==> src/rtl/sum_tree_pkg.sv <==
// Shared constants and helpers for the sum_tree_ext datapath: width maths
// and the saturate/wrap output fitting used on the total and extrinsic lanes.
package sum_tree_pkg;

    localparam logic MODE_SIGNED    = 1'b0;
    localparam logic MODE_MAGNITUDE = 1'b1;

    // Working width for fit(); the accumulator width must stay below this.
    localparam int FIT_W = 64;

    function automatic int clog2(input int n);
        int r;
        int v;
        r = 0;
        v = 1;
        while (v < n) begin
            v = v * 2;
            r = r + 1;
        end
        return r;
    endfunction

    // Number of tree nodes present after l pairwise-add levels.
    function automatic int level_count(input int n, input int l);
        int c;
        c = n;
        for (int k = 0; k < l; k++) begin
            c = (c + 1) / 2;
        end
        return c;
    endfunction

    function automatic logic signed [FIT_W-1:0] fit(
        input  logic signed [FIT_W-1:0] v,
        input  int                      out_w,
        input  bit                      saturate,
        output logic                    changed
    );
        logic signed [FIT_W-1:0] hi;
        logic signed [FIT_W-1:0] lo;
        logic signed [FIT_W-1:0] wrapped;
        hi      = (64'sd1 <<< (out_w - 1)) - 64'sd1;
        lo      = -hi - 64'sd1;
        wrapped = (v <<< (FIT_W - out_w)) >>> (FIT_W - out_w);
        changed = (v > hi) || (v < lo);
        if (!saturate) begin
            return wrapped;
        end
        if (v > hi) begin
            return hi;
        end
        if (v < lo) begin
            return lo;
        end
        return v;
    endfunction

endpackage

==> src/rtl/sum_tree_ext_level.sv <==
// One registered level of the adder tree: nodes 2k and 2k+1 are summed,
// an odd trailing node passes through unchanged.
module sum_tree_level #(
    parameter int IN_COUNT  = 2,
    parameter int ACC_WIDTH = 10
) (
    input  logic                                    clk,
    input  logic                                    reset,
    input  logic                                    en,
    input  logic [IN_COUNT*ACC_WIDTH-1:0]           in_data,
    output logic [((IN_COUNT+1)/2)*ACC_WIDTH-1:0]   out_data
);

    localparam int OUT_COUNT = (IN_COUNT + 1) / 2;

    logic [OUT_COUNT*ACC_WIDTH-1:0] node_d;
    logic [OUT_COUNT*ACC_WIDTH-1:0] node_q;

    for (genvar k = 0; k < OUT_COUNT; k++) begin : g_node
        if (2 * k + 1 < IN_COUNT) begin : g_pair
            assign node_d[k*ACC_WIDTH +: ACC_WIDTH] =
                in_data[(2*k)*ACC_WIDTH +: ACC_WIDTH] + in_data[(2*k+1)*ACC_WIDTH +: ACC_WIDTH];
        end else begin : g_pass
            assign node_d[k*ACC_WIDTH +: ACC_WIDTH] = in_data[(2*k)*ACC_WIDTH +: ACC_WIDTH];
        end
    end

    always_ff @(posedge clk or posedge reset) begin
        if (reset) begin
            node_q <= '0;
        end else if (en) begin
            node_q <= node_d;
        end
    end

    assign out_data = node_q;

endmodule

==> src/rtl/sum_tree_ext.sv <==
// Pipelined masked sum tree with per-lane leave-one-out outputs. Data, valid
// and tag move together as a stall-able train; a stall freezes every stage.
module sum_tree_ext
    import sum_tree_pkg::*;
#(
    parameter int TAG_WIDTH   = 32,
    parameter int BLOCKLENGTH = 4,
    parameter int DATA_WIDTH  = 8,
    parameter int OUT_WIDTH   = 8,
    parameter bit SATURATE    = 1'b1
) (
    input  logic                            clk,
    input  logic                            reset,
    input  logic                            valid_in,
    output logic                            ready_out,
    input  logic [TAG_WIDTH-1:0]            tag_in,
    input  logic [DATA_WIDTH*BLOCKLENGTH-1:0] data_in,
    input  logic [BLOCKLENGTH-1:0]          mask_in,
    input  logic                            mode_in,
    output logic                            valid_out,
    input  logic                            ready_in,
    output logic [TAG_WIDTH-1:0]            tag_out,
    output logic [OUT_WIDTH-1:0]            sum,
    output logic [OUT_WIDTH*BLOCKLENGTH-1:0] ext_out,
    output logic                            overflow,
    output logic                            busy
);

    localparam int N      = BLOCKLENGTH;
    localparam int LEVELS = clog2(N);
    localparam int ACC    = DATA_WIDTH + LEVELS + 1;
    localparam int STAGES = LEVELS + 2;

    logic                 advance;
    logic [STAGES-1:0]    vld_d, vld_q;
    logic [TAG_WIDTH-1:0] tag_d [STAGES];
    logic [TAG_WIDTH-1:0] tag_q [STAGES];
    logic [N*ACC-1:0]     x_d [LEVELS+1];
    logic [N*ACC-1:0]     x_q [LEVELS+1];
    logic [ACC-1:0]       total;
    logic [OUT_WIDTH-1:0]   sum_d, sum_q;
    logic [OUT_WIDTH*N-1:0] ext_d, ext_q;
    logic                   ovf_d, ovf_q;

    assign advance   = !vld_q[STAGES-1] || ready_in;
    assign ready_out = advance;

    // x_q[0] is the input register; x_q[1..LEVELS] keep lane values aligned with the tree.
    for (genvar l = 0; l <= LEVELS; l++) begin : g_lvl
        localparam int CNT = level_count(N, l);
        logic [CNT*ACC-1:0] bus;
        if (l == 0) begin : g_root
            assign bus = x_q[0];
        end else begin : g_add
            sum_tree_level #(
                .IN_COUNT  (level_count(N, l - 1)),
                .ACC_WIDTH (ACC)
            ) u_level (
                .clk      (clk),
                .reset    (reset),
                .en       (advance),
                .in_data  (g_lvl[l-1].bus),
                .out_data (bus)
            );
        end
    end

    assign total = g_lvl[LEVELS].bus;

    always_comb begin
        logic signed [ACC-1:0]   lane;
        logic signed [FIT_W-1:0] total_w;
        logic signed [FIT_W-1:0] diff_w;
        logic signed [FIT_W-1:0] fitted;
        logic                    changed;

        vld_d = {vld_q[STAGES-2:0], valid_in};
        tag_d[0] = tag_in;
        for (int s = 1; s < STAGES; s++) begin
            tag_d[s] = tag_q[s-1];
        end

        x_d[0] = '0;
        for (int i = 0; i < N; i++) begin
            lane = ACC'($signed(data_in[i*DATA_WIDTH +: DATA_WIDTH]));
            if (mode_in == MODE_MAGNITUDE && lane[ACC-1]) begin
                lane = -lane;
            end
            x_d[0][i*ACC +: ACC] = mask_in[i] ? lane : '0;
        end
        for (int k = 1; k <= LEVELS; k++) begin
            x_d[k] = x_q[k-1];
        end

        total_w = FIT_W'($signed(total));
        fitted  = fit(total_w, OUT_WIDTH, SATURATE, changed);
        sum_d   = fitted[OUT_WIDTH-1:0];
        ovf_d   = changed;
        ext_d   = '0;
        for (int i = 0; i < N; i++) begin
            diff_w = total_w - FIT_W'($signed(x_q[LEVELS][i*ACC +: ACC]));
            fitted = fit(diff_w, OUT_WIDTH, SATURATE, changed);
            ext_d[i*OUT_WIDTH +: OUT_WIDTH] = fitted[OUT_WIDTH-1:0];
            ovf_d = ovf_d | changed;
        end
    end

    always_ff @(posedge clk or posedge reset) begin
        if (reset) begin
            vld_q <= '0;
            for (int s = 0; s < STAGES; s++) begin
                tag_q[s] <= '0;
            end
            for (int k = 0; k <= LEVELS; k++) begin
                x_q[k] <= '0;
            end
            sum_q <= '0;
            ext_q <= '0;
            ovf_q <= 1'b0;
        end else if (advance) begin
            vld_q <= vld_d;
            for (int s = 0; s < STAGES - 1; s++) begin
                tag_q[s] <= tag_d[s];
            end
            for (int k = 0; k <= LEVELS; k++) begin
                x_q[k] <= x_d[k];
            end
            // Result registers only update for a real beat, so bubbles keep the last result visible.
            if (vld_q[STAGES-2]) begin
                tag_q[STAGES-1] <= tag_d[STAGES-1];
                sum_q <= sum_d;
                ext_q <= ext_d;
                ovf_q <= ovf_d;
            end
        end
    end

    assign valid_out = vld_q[STAGES-1];
    assign tag_out   = tag_q[STAGES-1];
    assign sum       = sum_q;
    assign ext_out   = ext_q;
    assign overflow  = ovf_q;
    assign busy      = |vld_q;

endmodule

==> config.mk <==
export PLATFORM = sky130hd
export DESIGN_NAME = sum_tree_ext
export DESIGN_NICKNAME = d
export VERILOG_FILES = /design/src/rtl/sum_tree_pkg.sv /design/src/rtl/sum_tree_ext_level.sv /design/src/rtl/sum_tree_ext.sv
export SDC_FILE = /design/constraint.sdc
export NUM_CORES = 1
export LEC_CHECK = 0
export ABC_AREA = 1
export BUFFER_PORTS_ARGS = -buffer_cell sky130_fd_sc_hd__buf_4
export CAP_MARGIN = 20
export CORE_ASPECT_RATIO = 1.4
export CORE_MARGIN = 2
export CORE_UTILIZATION = 65
export DETAILED_ROUTE_END_ITERATION = 10
export PLACE_DENSITY = 0.86
export SLEW_MARGIN = 20
export SYNTH_ARGS = -nofsm -noshare
export SYNTH_HDL_FRONTEND = slang
export SYNTH_HIERARCHICAL = 1
export SYNTH_SLANG_ARGS = --single-unit
==> constraint.sdc <==
create_clock -name clk -period 19.3 [get_ports clk]
set_clock_uncertainty 0.2 [all_clocks]
set_input_delay 2.895 -clock clk [delete_from_list [all_inputs] [get_ports clk]]
set_output_delay 2.895 -clock clk [all_outputs]
set_load 0.05 [all_outputs]
== After elaboration in Yosys (flattened, before gate mapping) ==
Index checks and enable logic that the tools add are counted.
Cells by class
  $add $sub $neg: 11
  multiply operators: 0
  div/mod/pow operators: 0
  order comparisons: 10
  eq/ne operators: 0
  shifts and indexed selects: 0
  multiplexer cells: 43
  bitwise operators: 4
  reductions and logical operators: 13
Operator list (number)
  2-to-1 mux 8 bit: 20
  2-to-1 mux 11 bit: 8
  greater-than comparator 12 x 8 -> 1 bit, second input constant: 4
  < comparator 12 x 8 -> 1 bit, second input constant: 4
  subtractor 11 x 11 -> 12 bit: 4
  negation 8 -> 11 bit: 4
  adder 11 bit: 3
  2-to-1 mux 1 bit: 15
  greater-than comparator 11 x 8 -> 1 bit, second input constant: 1
  < comparator 11 x 8 -> 1 bit, second input constant: 1
  logical OR 1 bit: 6
  logical AND 1 bit: 4
  bitwise OR 1 bit: 4
  OR reduction 4 bit: 1
  AND reduction 2 bit: 1
  zero test 1 bit: 1
Storage, ports and cells
  bits in registers: 338
  bits in latches: 0
  bits in writable memories: 0
  memory bits (read-only): 0
  output and inout port bits: 76
  word-level logic and storage cells: 94
  memories kept: 0

== Logic depth before layout (Yosys ltp) ==
Gate-level depths: netlist of the first run.
  word-level depth: 7
  gate-level depth with buffers: 19
  mapped depth without buffers: 19

== Modules after synthesis ==
Netlist of the first run, hierarchy kept.
Modules (own cells, without submodules)
  sum_tree_ext: instances 1, cells an instance 1770, area an instance 14561.5 sq um
  sum_tree_level (g_lvl[1].g_add.u_level): instances 1, cells an instance 285, area an instance 1910.6 sq um
  sum_tree_level (g_lvl[2].g_add.u_level): instances 1, cells an instance 144, area an instance 937.1 sq um

== Worst setup path after synthesis of the first run ==
No wires, ideal clock.
  kind: input to output
  start point: in ready_in
  end point: out ready_out
  data arrival time: 4.087 ns
  data required time: 16.205 ns
  setup slack: 12.118 ns
  stages: 4
  path buffers: 2
  cell sequence: nor2_1 > inv_2 > clkbuf_1 > clkbuf_1
On the way
  longest elaborated chain between the ends: 1
RTL lines
  start: declaration: RTL line sum_tree_ext.sv:21  | input logic ready_in,
  logical OR 1 bit: RTL line sum_tree_ext.sv:45  | assign advance = !vld_q[STAGES-1] || ready_in;
  end: declaration: RTL line sum_tree_ext.sv:15  | output logic ready_out,
Every way passes these cells.

== Final worst setup path of the first run ==
Ends and elaborated chain as after synthesis.

==> metrics.txt, run 1 <==
required time worst endpoint=16200 ps; Startpoint Class=primary input; cts hold-fix bufs=0; final wirelength=roughly 42 mm; number of fill cells=1952; ratio of cells with drive above 1 in the final layout=0.113; Clock transition at path regs=60 ps; grt total ovfl=0; CP peak stage delay=~550 ps; later-pin clock latency in the skew report=roughly 570 ps; Max stage delay cell, worst path=buf_4; Nets=between 2000 and 2500; Area Growth Syn to Fin=13.5%; Area contributors post-synth=dfrtp_1, nand2_1, o21ai_0; most common cell in the netlist=nand2_1; vias post-DR=about 15000; DRT iter0 DRCs=637; Slew Viols, Final=0; RSZ-0062 raised after global routing=no; Max Cap Viol=0; CTS root buf=clkbuf_16; Setup TNS=0 ps; Unique masters post-synth=42; CTS buffer count=31; peak supply drop=0.000126 V; initial antenna violation count=0; final RePlAce weighted congestion=0.903; Wirelength per Cell=15.6 um; GRT Total Usage=0.305; CORE AREA=about 26000 um^2; DRC viols=0; post-synth top area share=0.486; first-pass GRT wire length=between 60 and 70 mm; Final Cell Area=a little under 20000 um^2; clock sink total=338; Syn Std Cell Area=~17000 um^2; syn nets=around 2400; row count=70; Synth top cells by count=nand2_1, dfrtp_1, inv_1; Post-synth EDFFs=0; leakage=10.4 nW; CP cell instances=buf_4 -> nor2_4 -> buf_4 -> inv_6 -> buf_4; Fmax=approximately 130 MHz; post-placement cell area=~19000 um^2; register bit total from synthesis=around 340; first drt pass iteration count=6; power per standard cell area=190 nW/um^2; post-CTS resize count=0; die width=between 100 and 150 um; critical path class=in2out; Mapped Cells=2199; clk buf depth=3; minimum clock period=between 7000 and 8000 ps; # IOs=approximately 150; Worst slew margin=0.322; ANT cells=0; vias in the first global route=between 10000 and 15000; sequential share of the synthesized area=0.486; CP top delay family=buffers and inverters; vias per cell=between 5 and 6; Total Power=3.76 mW; Initial Utilization=0.663; Crit. End Element=output pin; hpwl dp=~30 mm; IO Port Bufs=~150; average size of a mapped cell=just under 8 um^2; Final setup viols=0; Crit path arrival time=~4400 ps; FFs w/ async S/R, synth=1.00; CP bufs+invs=4; worst-path fanout max=slightly above 90; ys flop type=dfrtp_1; Fin. Hold Viols=0; status=finished clean; CTS tree=yes; Slew @ Worst Pin=1020 ps; H-tree depth=1; area leader, netlist=dfrtp_1; Post-CTS Setup Repair Bufs=0; largest net degree at the start of global routing=109; Die Ht=198 um; worst min-delay path category=reg2reg; Ys Warns=6; CP dominant cell by count=buf_4; Period Utilization, post-route=0.389; Antenna Violating Nets Remaining=0; Die ar.=about 28000 um^2
cells in the final DEF (no fill, tap or decap), types with 7 or more instances in the layout:
master | synthesis | routed
o21ai_0 | 217 | 217
inv_1 | 287 | 285
ha_1 | 78 | 78
o21ai_1 | 11 | 11
nor3_1 | 14 | 14
clkbuf_1 | 47 | 8
nor2_1 | 131 | 130
clkbuf_16 | 0 | 31
dfrtp_1 | 338 | 338
nand3b_1 | 10 | 10
nand2_1 | 739 | 739
clkbuf_8 | 0 | 7
buf_4 | 2 | 157
nand3_2 | 10 | 10
nand2_2 | 17 | 17
o22ai_1 | 26 | 26
xor2_1 | 23 | 23
xnor2_1 | 20 | 20
fa_1 | 7 | 7
nand3_1 | 75 | 75
nand4_1 | 18 | 18
nor2_2 | 10 | 9
a21oi_1 | 63 | 63
metal layers:
metal	wire length (um)	global-route usage	part of all wire
met3	2320	0.0448	0.056
met4	1890	0.136	0.045
met2	20900	0.535	0.50
met5	0	0	0
met1	16400	0.375	0.39
layout make-up:
class | instances | area [um^2] | area share
flip-flops and latches | 338 | 8460 | 0.428
multi-input cells | 1505 | 7600 | 0.385
repair buffers | 157 | 1180 | 0.0597
inverters | 292 | 1110 | 0.0561
clock buffers | 46 | 902 | 0.0457
well taps | 324 | 405 | 0.0205
clock inverters | 8 | 103 | 0.00519
worst reg2reg max path, stage by stage, from the launching register on:
cell and delay (ps):
dfrtp_1 390, inv_1 130, nor2_4 40, buf_4 320
inv_6 560, buf_4 700, buf_4 780, inv_1 710
a21oi_1 270, o21ai_0 130, nand2_1 70
metrics by stage:
step                worst slack (ps)  hold slack, ps  instances  utilization
floorplan                       7770             242       2199            -
global placement               11850             250       2616        0.714
detailed placement             11830             259       2616        0.714
CTS                            11820             275       2670        0.752
global route                   11670             291       2670        0.752
finish                         11800             270       2670        0.752
worst paths after layout:
kind,from,end,cells after the start,slack (ps)
max in group asynchronous,reset,tag_out[22]$_DFFE_PP0P_,4,14530
max reg2reg,vld_q[3]$_DFFE_PP0N_,g_lvl[1].g_add.u_level/out_data[13]$_DFFE_PP0P_,10,14940
min,tag_d[53]$_DFFE_PP0N_,tag_d[21]$_DFFE_PP0N_,2,270
min reg2reg,tag_d[53]$_DFFE_PP0N_,tag_d[21]$_DFFE_PP0N_,2,270
min in group asynchronous,reset,g_lvl[2].g_add.u_level/out_data[3]$_DFFE_PP0P_,2,2160
max,ready_in,ready_out,5,11800
registers in the layout (all words and copies together) (netlist names):
signal and flops:
sum 8, overflow 1, g_lvl.g_add.u_level/out_data 33, x_d 44, ext_out 32, x_q 44
vld_q 4, tag_out 32, tag_d 96, g_lvl.bus 44
logic make-up after synthesis:
kind of cell | share of synthesized area
flops | 0.486
simple gates | 0.242
fa+ha+maj | 0.0641
compound gates | 0.107
xor+xnor | 0.0226
buf+inv | 0.0781
power breakdown:
group          internal (mW)  leakage, nW  total [mW]  switching (mW)
clock                  0.348        0.487       0.609           0.261
combinational          0.654         5.65        1.99            1.34
sequential             0.974         4.24        1.15           0.180
total                   1.98         10.4        3.76            1.78
No activity file was read; power rests on OpenSTA's default activity.
==> run 2: changes to the inputs <==
CORE_UTILIZATION = 55   (was 65)
PLACE_DENSITY = 0.77   (was 0.86)
clock period = 6.7 ns   (was 19.3 ns; I/O delays follow)
==> run 2 against run 1 <==
Net effect: hold slack improved by 1.9 ps; die area rose by 18%; register-to-register slack got worse by 11000 ps; final cell count rose by 3.0%; critical path type unchanged; largest cell class unchanged.
==> metrics.txt, run 2 (synthesis results as in run 1) <==
Slew Viols, Final=0; status=finished clean; most frequent cells in the layout=nand2_1, dfrtp_1, inv_1; Initial Utilization=0.554; # IOs=roughly 150; IO Port Bufs=between 100 and 150; largest net degree at the start of global routing=approximately 170; clk buf depth=3; required time worst endpoint=5490 ps; cts hold-fix bufs=0; RSZ-0062 raised after global routing=no; vias post-DR=14400; initial antenna violation count=0; later-pin clock latency in the skew report=~520 ps; hold path start=tag_d[49]$_DFFE_PP0N_; CP peak stage delay=approximately 510 ps; Worst slew margin=0.301; Crit path arrival time=2560 ps; Max Cap Viol=0; Antenna Violating Nets Remaining=0; minimum clock period=about 3800 ps; Post-CTS Setup Repair Bufs=0; clock sink total=between 300 and 400; vias per cell=5.23; Slew @ Worst Pin=roughly 1000 ps; Reg2Reg Depth=9; ratio of cells with drive above 1 in the final layout=0.119; Setup TNS=0 ps; hpwl dp=~29 mm; dpl cells=2687; grt total ovfl=0; final wirelength=between 40 and 50 mm; H-tree depth=2; first-pass GRT wire length=67.4 mm; non-filler instance count after layout=around 2800; CORE AREA=approximately 31000 um^2; Die ar.=around 33000 um^2; reg2reg setup slack=3530 ps; DRC viols=0; Worst Hold Depth=2; worst-path fanout max=153; Fin. Hold Viols=0; die width=between 150 and 200 um; row count=between 70 and 80; Wirelength per Cell=14.8 um; Area Growth Syn to Fin=15.8%; GRT Total Usage=0.247; max reg flops=96; Nets=2488; Crit. End Element=output pin; Fmax=~270 MHz; setup ws final=approximately 2900 ps; first drt pass iteration count=6; Period Utilization, post-route=0.562; Die Ht=between 200 and 250 um; Clock transition at path regs=approximately 60 ps; Max stage delay cell, worst path=buf_4; final RePlAce weighted congestion=0.917; critical path class=in2out; Startpoint Class=primary input; most common cell after layout, fill and taps aside=nand2_1; vias in the first global route=between 10000 and 15000; CTS root buf=clkbuf_16; Core Util, Final=0.642; CTS tree=yes; peak supply drop=between 0.0005 and 0.0006 V; leakage=approximately 11 nW; worst slack, placed=approximately 2900 ps; DRT iter0 DRCs=roughly 840; R2R Path End=g_lvl[2].g_add.u_level/out_data[2]$_DFFE_PP0P_; FF-to-FF Start=vld_q[3]$_DFFE_PP0N_; Hold Path Sink=tag_d[17]$_DFFE_PP0N_; worst min-delay path category=reg2reg; CP cell instances=buf_4 -> nor2_4 -> buf_4 -> inv_6 -> buf_4; CTS buffer count=35; power per standard cell area=approximately 550 nW/um^2; Final setup viols=0; ANT cells=0; post-CTS resize count=0; CP dominant cell by count=buf_4
==> run 2: routing by layer <==
layer,wire (um),up-vias,track usage
met5,0,-,0
met3,1990,57,0.0392
met1,17300,6747,0.322
met4,745,0,0.0608
met2,20500,344,0.434
li1,-,7222,-
==> run 2: layout make-up <==
cell class / count / area (um^2)
Tap cell: 395 / 494
Timing Repair Buffer: 158 / 1220
Inverter: 292 / 1100
Clock buffer: 45 / 1030
Multi-Input combinational cell: 1505 / 7600
Sequential cell: 338 / 8460
Fill cell: 2696 / 11300
Clock inverter: 17 / 246
==> run 2: how the worst max path moves through the flow <==
stage,slack [ps],start,cells after the start,to
after floorplan,1440,reset,1,ext_out[0]$_DFFE_PP0P_
after detailed placement,2910,ready_in,5,ready_out
after CTS,2910,ready_in,5,ready_out
after global routing,2760,ready_in,5,ready_out
final,2930,ready_in,5,ready_out
after global placement,2940,ready_in,5,ready_out
==> run 2: stage by stage <==
stage	total power, mW	hold slack [ps]	instance area, um^2
4_1_cts	11.2	270	20100
2_1_floorplan	7.56	242	17400
5_1_grt	12.1	293	20200
3_3_place_gp	8.86	251	18900
3_5_place_dp	9.01	254	18900
6_report	11.1	272	20200
==> run 2: critical path, delay by kind of cell <==
kind	cells	cell delay (ps)
AND/OR/NAND/NOR	1	80
buffers and inverters	4	1450
==> run 2: power breakdown <==
group | switching, mW | internal [mW]
Combinational | 3.83 | 1.89
Clock | 0.799 | 1.32
Sequential | 0.498 | 2.81
Total | 5.13 | 6.02
